[src/rtl/generic_if_responder.sv]
// Responder end of the generic request/response interface: FIFO-buffered requests,
// fixed-latency data+1 responses with a wrapping tag. Optional parity: GENERIC_IF_RSP_PARITY_EN.
module generic_if_responder #(
  parameter int WIDTH   = 8,
  parameter int DEPTH   = 4,
  parameter int LATENCY = 2,
  parameter int TAG_W   = 4
) (
  input  logic                     i_clk,
  input  logic                     i_rst,
  input  logic                     i_req_valid,
  output logic                     o_req_ready,
  input  logic [WIDTH-1:0]         i_req_data,
`ifdef GENERIC_IF_RSP_PARITY_EN
  input  logic                     i_req_parity,
  output logic                     o_rsp_parity,
`endif
  output logic                     o_rsp_valid,
  input  logic                     i_rsp_ready,
  output logic [WIDTH-1:0]         o_rsp_data,
  output logic [TAG_W-1:0]         o_rsp_tag,
  output logic [$clog2(DEPTH):0]   o_level
);

  localparam int AW = $clog2(DEPTH);
  localparam int PW = AW + 1;
  localparam logic [3:0] CNT_INIT = (LATENCY == 0) ? 4'd0 : 4'(LATENCY - 1);

  typedef enum logic [1:0] {S_IDLE, S_WAIT, S_RESP} state_e;

  state_e            state_q, state_d;
  logic [3:0]        cnt_q, cnt_d;
  logic [PW-1:0]     wr_ptr_q, wr_ptr_d, rd_ptr_q, rd_ptr_d;
  logic              rsp_valid_q, rsp_valid_d;
  logic [WIDTH-1:0]  rsp_data_q, rsp_data_d;
  logic [TAG_W-1:0]  rsp_tag_q, rsp_tag_d;
  logic [WIDTH-1:0]  mem_q [DEPTH];
  logic [PW-1:0]     level;
  logic              full, push, pop;
  logic [WIDTH-1:0]  head, head_inc;

  assign level    = wr_ptr_q - rd_ptr_q;
  assign full     = (wr_ptr_q[PW-1] != rd_ptr_q[PW-1]) && (wr_ptr_q[AW-1:0] == rd_ptr_q[AW-1:0]);
  assign push     = i_req_valid && !full;
  assign head     = mem_q[rd_ptr_q[AW-1:0]];
  assign head_inc = head + WIDTH'(1);

`ifdef GENERIC_IF_RSP_PARITY_EN
  logic mem_par_q [DEPTH];
  logic rsp_parity_q, rsp_parity_d;
  logic head_par;
  assign head_par = mem_par_q[rd_ptr_q[AW-1:0]];
`endif

  always_comb begin
    state_d     = state_q;
    cnt_d       = cnt_q;
    rsp_valid_d = rsp_valid_q;
    rsp_data_d  = rsp_data_q;
    rsp_tag_d   = rsp_tag_q;
    rd_ptr_d    = rd_ptr_q;
    wr_ptr_d    = wr_ptr_q + PW'(push);
    pop         = 1'b0;
`ifdef GENERIC_IF_RSP_PARITY_EN
    rsp_parity_d = rsp_parity_q;
`endif
    case (state_q)
      S_IDLE: pop = (level != '0);
      S_WAIT: begin
        if (cnt_q == 4'd0) begin
          state_d     = S_RESP;
          rsp_valid_d = 1'b1;
        end else begin
          cnt_d = cnt_q - 4'd1;
        end
      end
      S_RESP: begin
        if (i_rsp_ready) begin
          rsp_tag_d = rsp_tag_q + TAG_W'(1);
          if (level != '0) begin
            pop = 1'b1;
          end else begin
            state_d     = S_IDLE;
            rsp_valid_d = 1'b0;
          end
        end
      end
      default: state_d = S_IDLE;
    endcase
    // A pop from IDLE or from an accepted RESP loads the hold register directly,
    // so back-to-back responses carry no IDLE bubble.
    if (pop) begin
      rd_ptr_d   = rd_ptr_q + PW'(1);
      rsp_data_d = head_inc;
`ifdef GENERIC_IF_RSP_PARITY_EN
      rsp_parity_d = (^head_inc) ^ (head_par ^ (^head));
`endif
      if (LATENCY == 0) begin
        state_d     = S_RESP;
        rsp_valid_d = 1'b1;
      end else begin
        state_d     = S_WAIT;
        cnt_d       = CNT_INIT;
        rsp_valid_d = 1'b0;
      end
    end
  end

  always_ff @(posedge i_clk or posedge i_rst) begin
    if (i_rst) begin
      state_q     <= S_IDLE;
      cnt_q       <= '0;
      wr_ptr_q    <= '0;
      rd_ptr_q    <= '0;
      rsp_valid_q <= 1'b0;
      rsp_data_q  <= '0;
      rsp_tag_q   <= '0;
`ifdef GENERIC_IF_RSP_PARITY_EN
      rsp_parity_q <= 1'b0;
`endif
    end else begin
      state_q     <= state_d;
      cnt_q       <= cnt_d;
      wr_ptr_q    <= wr_ptr_d;
      rd_ptr_q    <= rd_ptr_d;
      rsp_valid_q <= rsp_valid_d;
      rsp_data_q  <= rsp_data_d;
      rsp_tag_q   <= rsp_tag_d;
`ifdef GENERIC_IF_RSP_PARITY_EN
      rsp_parity_q <= rsp_parity_d;
`endif
    end
  end

  // Storage needs no reset: the pointers define which entries are live.
  always_ff @(posedge i_clk) begin
    if (push) begin
      mem_q[wr_ptr_q[AW-1:0]] <= i_req_data;
`ifdef GENERIC_IF_RSP_PARITY_EN
      mem_par_q[wr_ptr_q[AW-1:0]] <= i_req_parity;
`endif
    end
  end

  assign o_req_ready = !full;
  assign o_rsp_valid = rsp_valid_q;
  assign o_rsp_data  = rsp_data_q;
  assign o_rsp_tag   = rsp_tag_q;
  assign o_level     = level;
`ifdef GENERIC_IF_RSP_PARITY_EN
  assign o_rsp_parity = rsp_parity_q;
`endif

endmodule

[config.mk]
export PLATFORM = sky130hd
export DESIGN_NAME = generic_if_responder
export DESIGN_NICKNAME = d
export VERILOG_FILES = /design/src/rtl/generic_if_responder.sv
export SDC_FILE = /design/constraint.sdc
export NUM_CORES = 1
export LEC_CHECK = 0
export ABC_AREA = 1
export CAP_MARGIN = 20
export CORE_MARGIN = 2
export CORE_UTILIZATION = 60
export DETAILED_ROUTE_END_ITERATION = 8
export HOLD_SLACK_MARGIN = 0.02
export PLACE_DENSITY = 0.84
export SETUP_SLACK_MARGIN = 0.2
export SYNTH_ARGS = -nofsm -noshare
export SYNTH_HDL_FRONTEND = slang
export SYNTH_SLANG_ARGS = --single-unit
export TNS_END_PERCENT = 1
[constraint.sdc]
create_clock -name i_clk -period 4.4 [get_ports i_clk]
set_input_delay 0.88 -clock i_clk [delete_from_list [all_inputs] [get_ports i_clk]]
set_output_delay 0.88 -clock i_clk [all_outputs]
set_load 0.005 [all_outputs]
== Word level (Yosys, flattened, before mapping) ==
Memory sizes are Yosys's and may differ from the RTL's.
Cells that the tools add are included.
W data, S select, Z words.

* Register bits after elaboration: 25
* RAM bits: 32
* Input port bits: 12
* Output and inout port bits: 17
* Memories: 1

* Add/subtract/negate cells: 6
* Equal/unequal tests: 9
* Multiplexer cells: 18
* Reduce and logical (&&, ||, !) cells: 12

{| class="wikitable"
|+ Memories
! name !! words !! bits a word !! rd ports !! clocked after memory_dff !! wr ports !! line !! source
|-
| mem_q || 4 || 8 || 1 || 0 || 1 || 37 || <nowiki>logic [WIDTH-1:0] mem_q [DEPTH];</nowiki>
|}

{| class="wikitable"
|+ Operators with widths
! cell !! number
|-
| $mux W4 || 3
|-
| $ne A3 B3 Y1 const B || 3
|-
| $add A8 B1 Y8 const B || 1
|-
| $mux W1 || 8
|-
| $mux W2 || 4
|-
| $reduce_and A4 Y1 || 2
|-
| $pmux W2 S3 || 1
|-
| $reduce_bool A3 Y1 || 2
|-
| $add A4 B1 Y4 const B || 1
|-
| $logic_not A4 Y1 || 1
|-
| $ne A2 B2 Y1 const B || 2
|-
| $pmux W1 S2 || 2
|-
| $reduce_and A2 Y1 || 2
|-
| $sub A4 B1 Y4 const B || 1
|-
| $add A3 B1 Y3 || 1
|-
| $add A3 B1 Y3 const B || 1
|-
| $sub A3 B3 Y3 || 1
|-
| $eq A2 B1 Y1 const B || 1
|-
| $eq A2 B2 Y1 || 1
|-
| $eq A2 B2 Y1 const B || 1
|-
| $logic_and A1 B1 Y1 || 2
|-
| $logic_not A2 Y1 || 1
|-
| $reduce_bool A2 Y1 || 1
|-
| $logic_not A1 Y1 || 1
|-
| $ne A1 B1 Y1 || 1
|}

== Longest topological paths before layout ==
Gate-level depths: netlist (run 1).

* Word-level depth: 7
* Gate-level depth with buffers: 13
* Gate-level depth less buffers: 11

== Least setup slack after synthesis (run 1) ==
No wires, ideal clock.

* Path type: register to output
* From: register wr_ptr_q[0]
* To: output o_level[2]
* Arrival: 1.298 ns
* Data required time: 3.520 ns
* Slack: 2.222 ns
* Cell stages (with the launch flop): 6
* Cells stage by stage: dfrtp_1 -> inv_1 -> ha_1 -> fa_1 -> nand3b_2 -> nand2_1

* Longest elaborated chain between the ends: 1

{| class="wikitable"
|+ Ends and longest elaborated chain
! what !! line !! source
|-
| start: declaration || 33 || <nowiki>logic [PW-1:0] wr_ptr_q, wr_ptr_d, rd_ptr_q, rd_ptr_d;</nowiki>
|-
| start signal: assignment || 124 || <nowiki>wr_ptr_q <= wr_ptr_d;</nowiki>
|-
| $sub A3 B3 Y3 || 42 || <nowiki>assign level = wr_ptr_q - rd_ptr_q;</nowiki>
|-
| end: declaration || 22 || <nowiki>output logic [$clog2(DEPTH):0] o_level</nowiki>
|}

Every way passes these cells.

== Final worst setup path (run 1) ==
* From: register rd_ptr_q[0]
* To: output o_level[2]

* Longest elaborated chain between the ends: 1

{| class="wikitable"
|+ Ends and longest elaborated chain
! what !! line !! source
|-
| start: declaration || 33 ||
|-
| start signal: assignment || 125 || <nowiki>rd_ptr_q <= rd_ptr_d;</nowiki>
|-
| $sub A3 B3 Y3 || 42 ||
|}

Every way passes these cells.

==> results by group, run 1 <==
Yosys
  – Synth top area cells: edfxtp_1 (35%), dfrtp_1 (22%), nand2_1 (12%)
  – Yosys top cell area share: 0.345
  – Most frequent cell after synthesis: nand2_1
  – Synth Net Count: 303
  – Post-synthesis cell type count: 34
  – Mapped Area: 2780 um2
  – Register area share after synthesis: 0.570
  – Synth cell count leaders: nand2_1 (87), edfxtp_1 (32), inv_1 (29)
  – #FFs+latches synth: 57
  – Avg Cell Area, Syn: 9.91 um2
  – Post-synth EDFFs: 32
  – Ys Warns: 0
  – Async set-or-reset flop fraction in the synthesized netlist: 0.439
  – Mapped Cells: 281
  – Largest area contributor in the netlist: edfxtp_1
  – Primary FF master, synth: edfxtp_1

Pwr
  – Pleak: 1.51 nW
  – Logic pwr share: 0.470
  – Sw frac: 0.402
  – Peak VDD IR: 0.422 mV
  – Power Total: 2.56 mW
  – Switching power: 1.03 mW
  – Clock network power share: 0.179
  – Power Density: 778 nW/um2
  – Pint: 1.53 mW
  – Sequential power share: 0.351

Clock tree
  – Clock Pin Slew Worst Setup and Hold Paths: 0.07 ns
  – Post-cts sizing count: 0
  – Clk_lat worst skew: 0.33 ns
  – Hold_buf cts: 0
  – Clk root buf: clkbuf_8
  – # clock sinks: 57
  – H-tree lvl count: 3
  – Postcts setup bufs: 0
  – Longest Clk Path Bufs: 2
  – Num CTS Buffers: 9
  – CTS tree: built

Run
  – Max-capacitance violation count: 0

Setup path
  – Worst setup endpoint: o_level[2]
  – WP data arrival: 2.51 ns
  – Worst Setup Start Kind: register
  – Crit Reg-Reg Endpoint: rd_ptr_q[2]
  – CP required: 3.52 ns
  – CP Capture Type: output pin
  – Critical path class: reg -> out
  – R2R Path Start: rd_ptr_q[0]
  – Setup slack, reg-to-reg: 1.92 ns
  – CP Launch Point: rd_ptr_q[0]
  – Worst reg-to-reg path cell count: 9
  – Crit-path max FO: 20

Route
  – DRC errors left: 0
  – Final ANT Viol Nets: 0
  – Wire per inst: 13.3 um
  – Initial DRT Pass Iterations: 4
  – Iter 0 DRT Violations: 128
  – Vias per inst: 5.22
  – Vias: 1,958
  – Drt total wl: 5000 um

Floorplan
  – Die X-Extent: 72.1 um
  – Top-Level Pins: 29
  – Row cnt: 24
  – Die ar.: 5200 um2
  – Starting Density: 0.631
  – Die height: 72.1 um
  – Core area: 4410 um2

Global route
  – GR Overflow Total: 0
  – Largest net degree at the start of global routing: 26
  – Total GRT Usage: 0.213
  – Vias in the first global route: 1,849
  – Initial antenna violation count: 0
  – First-pass GRT wire length: 8310 um

Place
  – Port Buffers: 28
  – Placed cell area: 3060 um2
  – Post-placement cell count: 355
  – GPL Wtd Cong: 0.826
  – Pre-CTS WS: 1.35 ns
  – DP HPWL: 3510 um

Timing
  – Setup_tns: 0 ns
  – Skew final: 0.0114 ns
  – Tmin final: 3.39 ns
  – Final setup viols: 0
  – Part of the cycle the worst path needs: 0.771
  – Final Hold Viols: 0
  – Worst Setup Slack, final: 1.01 ns
  – Hold slack: 0.464 ns
  – RSZ-0062 raised after global routing: false
  – Max-slew violations: 0
  – Fmax: 295 MHz
  – Slew @ Worst Pin: 0.752 ns
  – Slew headroom: 0.499

Layout
  – Area delta synth->final: 18.2%
  – # nets final: 340
  – Antenna Cells: 0
  – Non-filler cells, final: 375
  – Layout cells sized above 1: 0.146
  – Fillers: 317
  – Final design utilization: 0.745
  – Design area: 3290 um2

Outcome
  – Status: complete, no violations

Hold path
  – Worst Hold Class: reg -> reg
-- worst max-delay path, cell delays in order, from the launching register on --
cell	delay [ns]
dfrtp_1	0.66
ha_1	0.34
fa_1	0.38
nand3b_2	0.23
nand2_1	0.08
clkdlybuf4s50_1	0.49
-- final cells by class --
cell class,count,area (um2),area share
Sequential cell,57,1590,0.482
Multi-Input combinational cell,185,995,0.302
Timing Repair Buffer,33,330,0.100
Clock buffer,10,128,0.0388
Inverter,32,128,0.0388
Tap cell,52,65.1,0.0198
Clock inverter,6,58.8,0.0179
-- flip-flops by register name (all words and copies together), names as in the netlist --
| name | flops |
|---|---|
| wr_ptr_q | 3 |
| mem_q | 32 |
| o_rsp_data | 8 |
| cnt_q | 4 |
| state_q | 2 |
| rd_ptr_q | 3 |
| o_rsp_valid | 1 |
| o_rsp_tag | 4 |
-- worst min-delay path by stage --
stage / from / end / slack [ns] / depth (start not counted)
after detailed placement: o_rsp_tag[3] / o_rsp_tag[3] / 0.46 / 1
after global routing: o_rsp_tag[3] / o_rsp_tag[3] / 0.48 / 1
after global placement: o_rsp_valid / o_rsp_valid / 0.45 / 2
after CTS: o_rsp_tag[3] / o_rsp_tag[3] / 0.47 / 1
final: o_rsp_tag[3] / o_rsp_tag[3] / 0.46 / 1
after floorplan: o_rsp_valid / o_rsp_valid / 0.46 / 2
-- layer usage --
metal  GRT usage  up-vias  share of wire
met5           0        -              0
met3      0.0486        6          0.051
met4       0.109        0          0.012
li1            -      982              -
met1       0.283      913           0.45
met2       0.331       57           0.49
-- cell families after synthesis --
group           after synthesis  synth area share
flops                        57             0.570
simple gates                152             0.250
buf+inv                      39            0.0728
mux                           1           0.00404
xor+xnor                      8            0.0252
fa+ha+maj                    10            0.0476
compound gates               14            0.0301
-- placed cells by master (no fill, tap or decap), types with 3 or more instances in the layout --
cell,count
ha_1,9
edfxtp_1,32
dfrtp_1,25
nor2_1,13
buf_2,3
xor2_1,4
clkbuf_8,9
nor3_1,5
clkdlybuf4s50_1,28
o21ai_0,4
nand3_1,24
inv_1,29
nand2_2,11
xnor2_1,4
o21ai_1,3
nand3_2,3
nand2_1,87
-- power groups by stage --
| stage | logic (mW) | registers (mW) | clock network (mW) |
|---|---|---|---|
| 5_1_grt | 1.37 | 0.921 | 0.487 |
| 6_report | 1.20 | 0.899 | 0.458 |
| 4_1_cts | 1.20 | 0.900 | 0.464 |
| 3_5_place_dp | 1.18 | 0.910 | 0 |
| 2_1_floorplan | 0.910 | 0.854 | 0 |
| 3_3_place_gp | 1.14 | 0.903 | 0 |
Note: power is estimated with default switching activity, not from simulation.
==> run 2: changes to the inputs <==
--- a/config.mk
+++ b/config.mk
@@ -8,10 +8,10 @@
 export ABC_AREA = 1
 export CAP_MARGIN = 20
 export CORE_MARGIN = 2
-export CORE_UTILIZATION = 60
+export CORE_UTILIZATION = 56
 export DETAILED_ROUTE_END_ITERATION = 8
 export HOLD_SLACK_MARGIN = 0.02
-export PLACE_DENSITY = 0.84
+export PLACE_DENSITY = 0.79
 export SETUP_SLACK_MARGIN = 0.2
 export SYNTH_ARGS = -nofsm -noshare
 export SYNTH_HDL_FRONTEND = slang
==> constraint.sdc (replaced) <==
create_clock -name i_clk -period 3.4 [get_ports i_clk]
set_input_delay 0.68 -clock i_clk [delete_from_list [all_inputs] [get_ports i_clk]]
set_output_delay 0.68 -clock i_clk [all_outputs]
set_load 0.005 [all_outputs]
==> run 2 against run 1 <==
Against the previous run: utilization decreased by 5.4 points; clock-buffer cell count is 1 higher; critical path depth is 1 lower; critical endpoint is now o_req_ready; worst setup slack worse by 0.52 ns; largest power group unchanged; via count fell by 2.5%; combinational power grew 33%; register-to-register slack got worse by 0.78 ns; routed wire length decreased by 7.8%.
==> results by group, run 2 (synthesis gave the netlist of run 1 again) <==
Route
  – DRC errors left: 0 (unchanged)
  – Vias per inst: 4.90 (-6.2%)
  – Vias: 1,910 (-2.5%)
  – Final ANT Viol Nets: 0 (unchanged)
  – Iter 0 DRT Violations: 124 (-3.1%)
  – Wire per inst: 11.8 um (-11%)
  – Drt total wl: 4610 um (-7.8%)
  – Initial DRT Pass Iterations: 4 (unchanged)

Timing
  – Slew headroom: 0.387 (-0.111)
  – Fmax: 343 MHz
  – Hold slack: 0.467 ns (+0.00283 ns)
  – Setup_tns: 0 ns (unchanged)
  – Worst Setup Slack, final: 0.488 ns (-0.520 ns)
  – Slew @ Worst Pin: 0.918 ns (+0.166 ns)
  – Part of the cycle the worst path needs: 0.857
  – RSZ-0062 raised after global routing: false
  – Final setup viols: 0 (unchanged)
  – Final Hold Viols: 0 (unchanged)
  – Skew final: 0.00502 ns (-0.00642 ns)
  – Tmin final: 2.91 ns
  – Max-slew violations: 0 (unchanged)

Clock tree
  – Longest Clk Path Bufs: 2 (unchanged)
  – Clk_lat worst skew: 0.32 ns (about the same)
  – CTS tree: built
  – Hold_buf cts: 0 (unchanged)
  – Postcts setup bufs: 0 (unchanged)
  – Post-cts sizing count: 0 (unchanged)
  – H-tree lvl count: 3 (unchanged)
  – Clock Pin Slew Worst Setup and Hold Paths: 0.06 ns (about the same)
  – Clk root buf: clkbuf_8
  – Num CTS Buffers: 9 (unchanged)
  – # clock sinks: 57 (unchanged)

Floorplan
  – Starting Density: 0.586 (-0.0451)
  – Core area: 4750 um2 (+7.7%)
  – Die X-Extent: 74.5 um (+3.3%)
  – Die ar.: 5550 um2 (+6.7%)
  – Top-Level Pins: 29 (unchanged)
  – Die height: 74.5 um (+3.3%)
  – Row cnt: 25 (+4.2%)

Layout
  – Non-filler cells, final: 390 (+4.0%)
  – Design area: 3290 um2 (about the same)
  – # nets final: 340 (unchanged)
  – Commonest non-fill, non-tap cells in the layout: nand2_1 (87), edfxtp_1 (32), inv_1 (29)
  – Antenna Cells: 0 (unchanged)
  – Area delta synth->final: 18.1% (about the same)
  – Largest register FFs: 32 (unchanged)
  – Final design utilization: 0.692 (-0.0539)
  – Most common cell after layout, fill and taps aside: nand2_1
  – Layout cells sized above 1: 0.136 (-0.00929)

Setup path
  – Max stage delay on crit path: 0.72 ns (+0.06 ns)
  – Critical path class: reg -> out
  – CP required: 2.72 ns (-0.80 ns)
  – Cells along the critical path: inv_2 -> ha_1 -> nand4_1 -> clkdlybuf4s50_1
  – WP data arrival: 2.23 ns (-0.28 ns)
  – CP Capture Type: output pin
  – Crit-path max FO: 15 (-25%)
  – CP max-delay cell: dfrtp_1
  – Worst Setup Start Kind: register

Place
  – Post-placement cell count: 374 (+5.4%)
  – GPL Wtd Cong: 0.808 (-2.2%)
  – Placed cell area: 3110 um2 (+1.6%)
  – DP HPWL: 3400 um (-3.2%)
  – Port Buffers: 28 (unchanged)
  – Pre-CTS WS: 0.830 ns (-0.524 ns)

Global route
  – GR Overflow Total: 0 (unchanged)
  – First-pass GRT wire length: 7910 um (-4.8%)
  – Initial antenna violation count: 0 (unchanged)
  – Vias in the first global route: 1,796 (-2.9%)
  – Largest net degree at the start of global routing: 26 (unchanged)
  – Total GRT Usage: 0.196 (-0.0169)

Pwr
  – Peak VDD IR: 0.437 mV (+3.5%)
  – Power Total: 3.28 mW (+28%)
  – Power Density: 999 nW/um2 (+28%)
  – Pleak: 1.50 nW (-0.50%)

Hold path
  – Worst Hold Class: reg -> reg

Outcome
  – Status: complete, no violations

Run
  – Max-capacitance violation count: 0 (unchanged)
run 2: critical path: cells and delay by family (launching register included):
kind | cells | cell delay [ns]
buf+inv | 2 | 0.74
flops | 1 | 0.72
fa+ha+maj | 1 | 0.34
simple gates | 1 | 0.11
run 2: path summary, 6_finish.rpt:
| path | from | end | slack [ns] | cells past startpoint |
|---|---|---|---|---|
| worst max-delay path | rd_ptr_q[1] | o_req_ready | 0.49 | 4 |
| worst min-delay path | o_rsp_tag[3] | o_rsp_tag[3] | 0.47 | 1 |
| worst max register to register | rd_ptr_q[1] | wr_ptr_q[2] | 1.14 | 8 |
| worst min register to register | o_rsp_tag[3] | o_rsp_tag[3] | 0.47 | 1 |
| max in group asynchronous | i_rst | wr_ptr_q[1] | 1.97 | 2 |
| min in group asynchronous | i_rst | o_rsp_tag[3] | 0.86 | 2 |
run 2: report_power, final:
group | total [mW] | switching, mW | leakage (nW) | internal [mW]
Sequential | 1.13 | 0.145 | 0.598 | 0.981
Clock | 0.569 | 0.239 | 0.0898 | 0.330
Combinational | 1.59 | 0.907 | 0.812 | 0.682
run 2: routing by layer:
| layer | GRT usage | share of wire |
|---|---|---|
| met2 | 0.312 | 0.48 |
| met3 | 0.0461 | 0.038 |
| met5 | 0 | 0 |
| met1 | 0.244 | 0.47 |
| met4 | 0.119 | 0.012 |
run 2: layout make-up:
type	count	area, um2
clock buffers	11	131
fillers	377	1470
well taps	67	83.8
multi-input cells	185	995
repair buffers	33	318
clock inverters	5	46.3
inverters	32	128
flip-flops and latches	57	1590
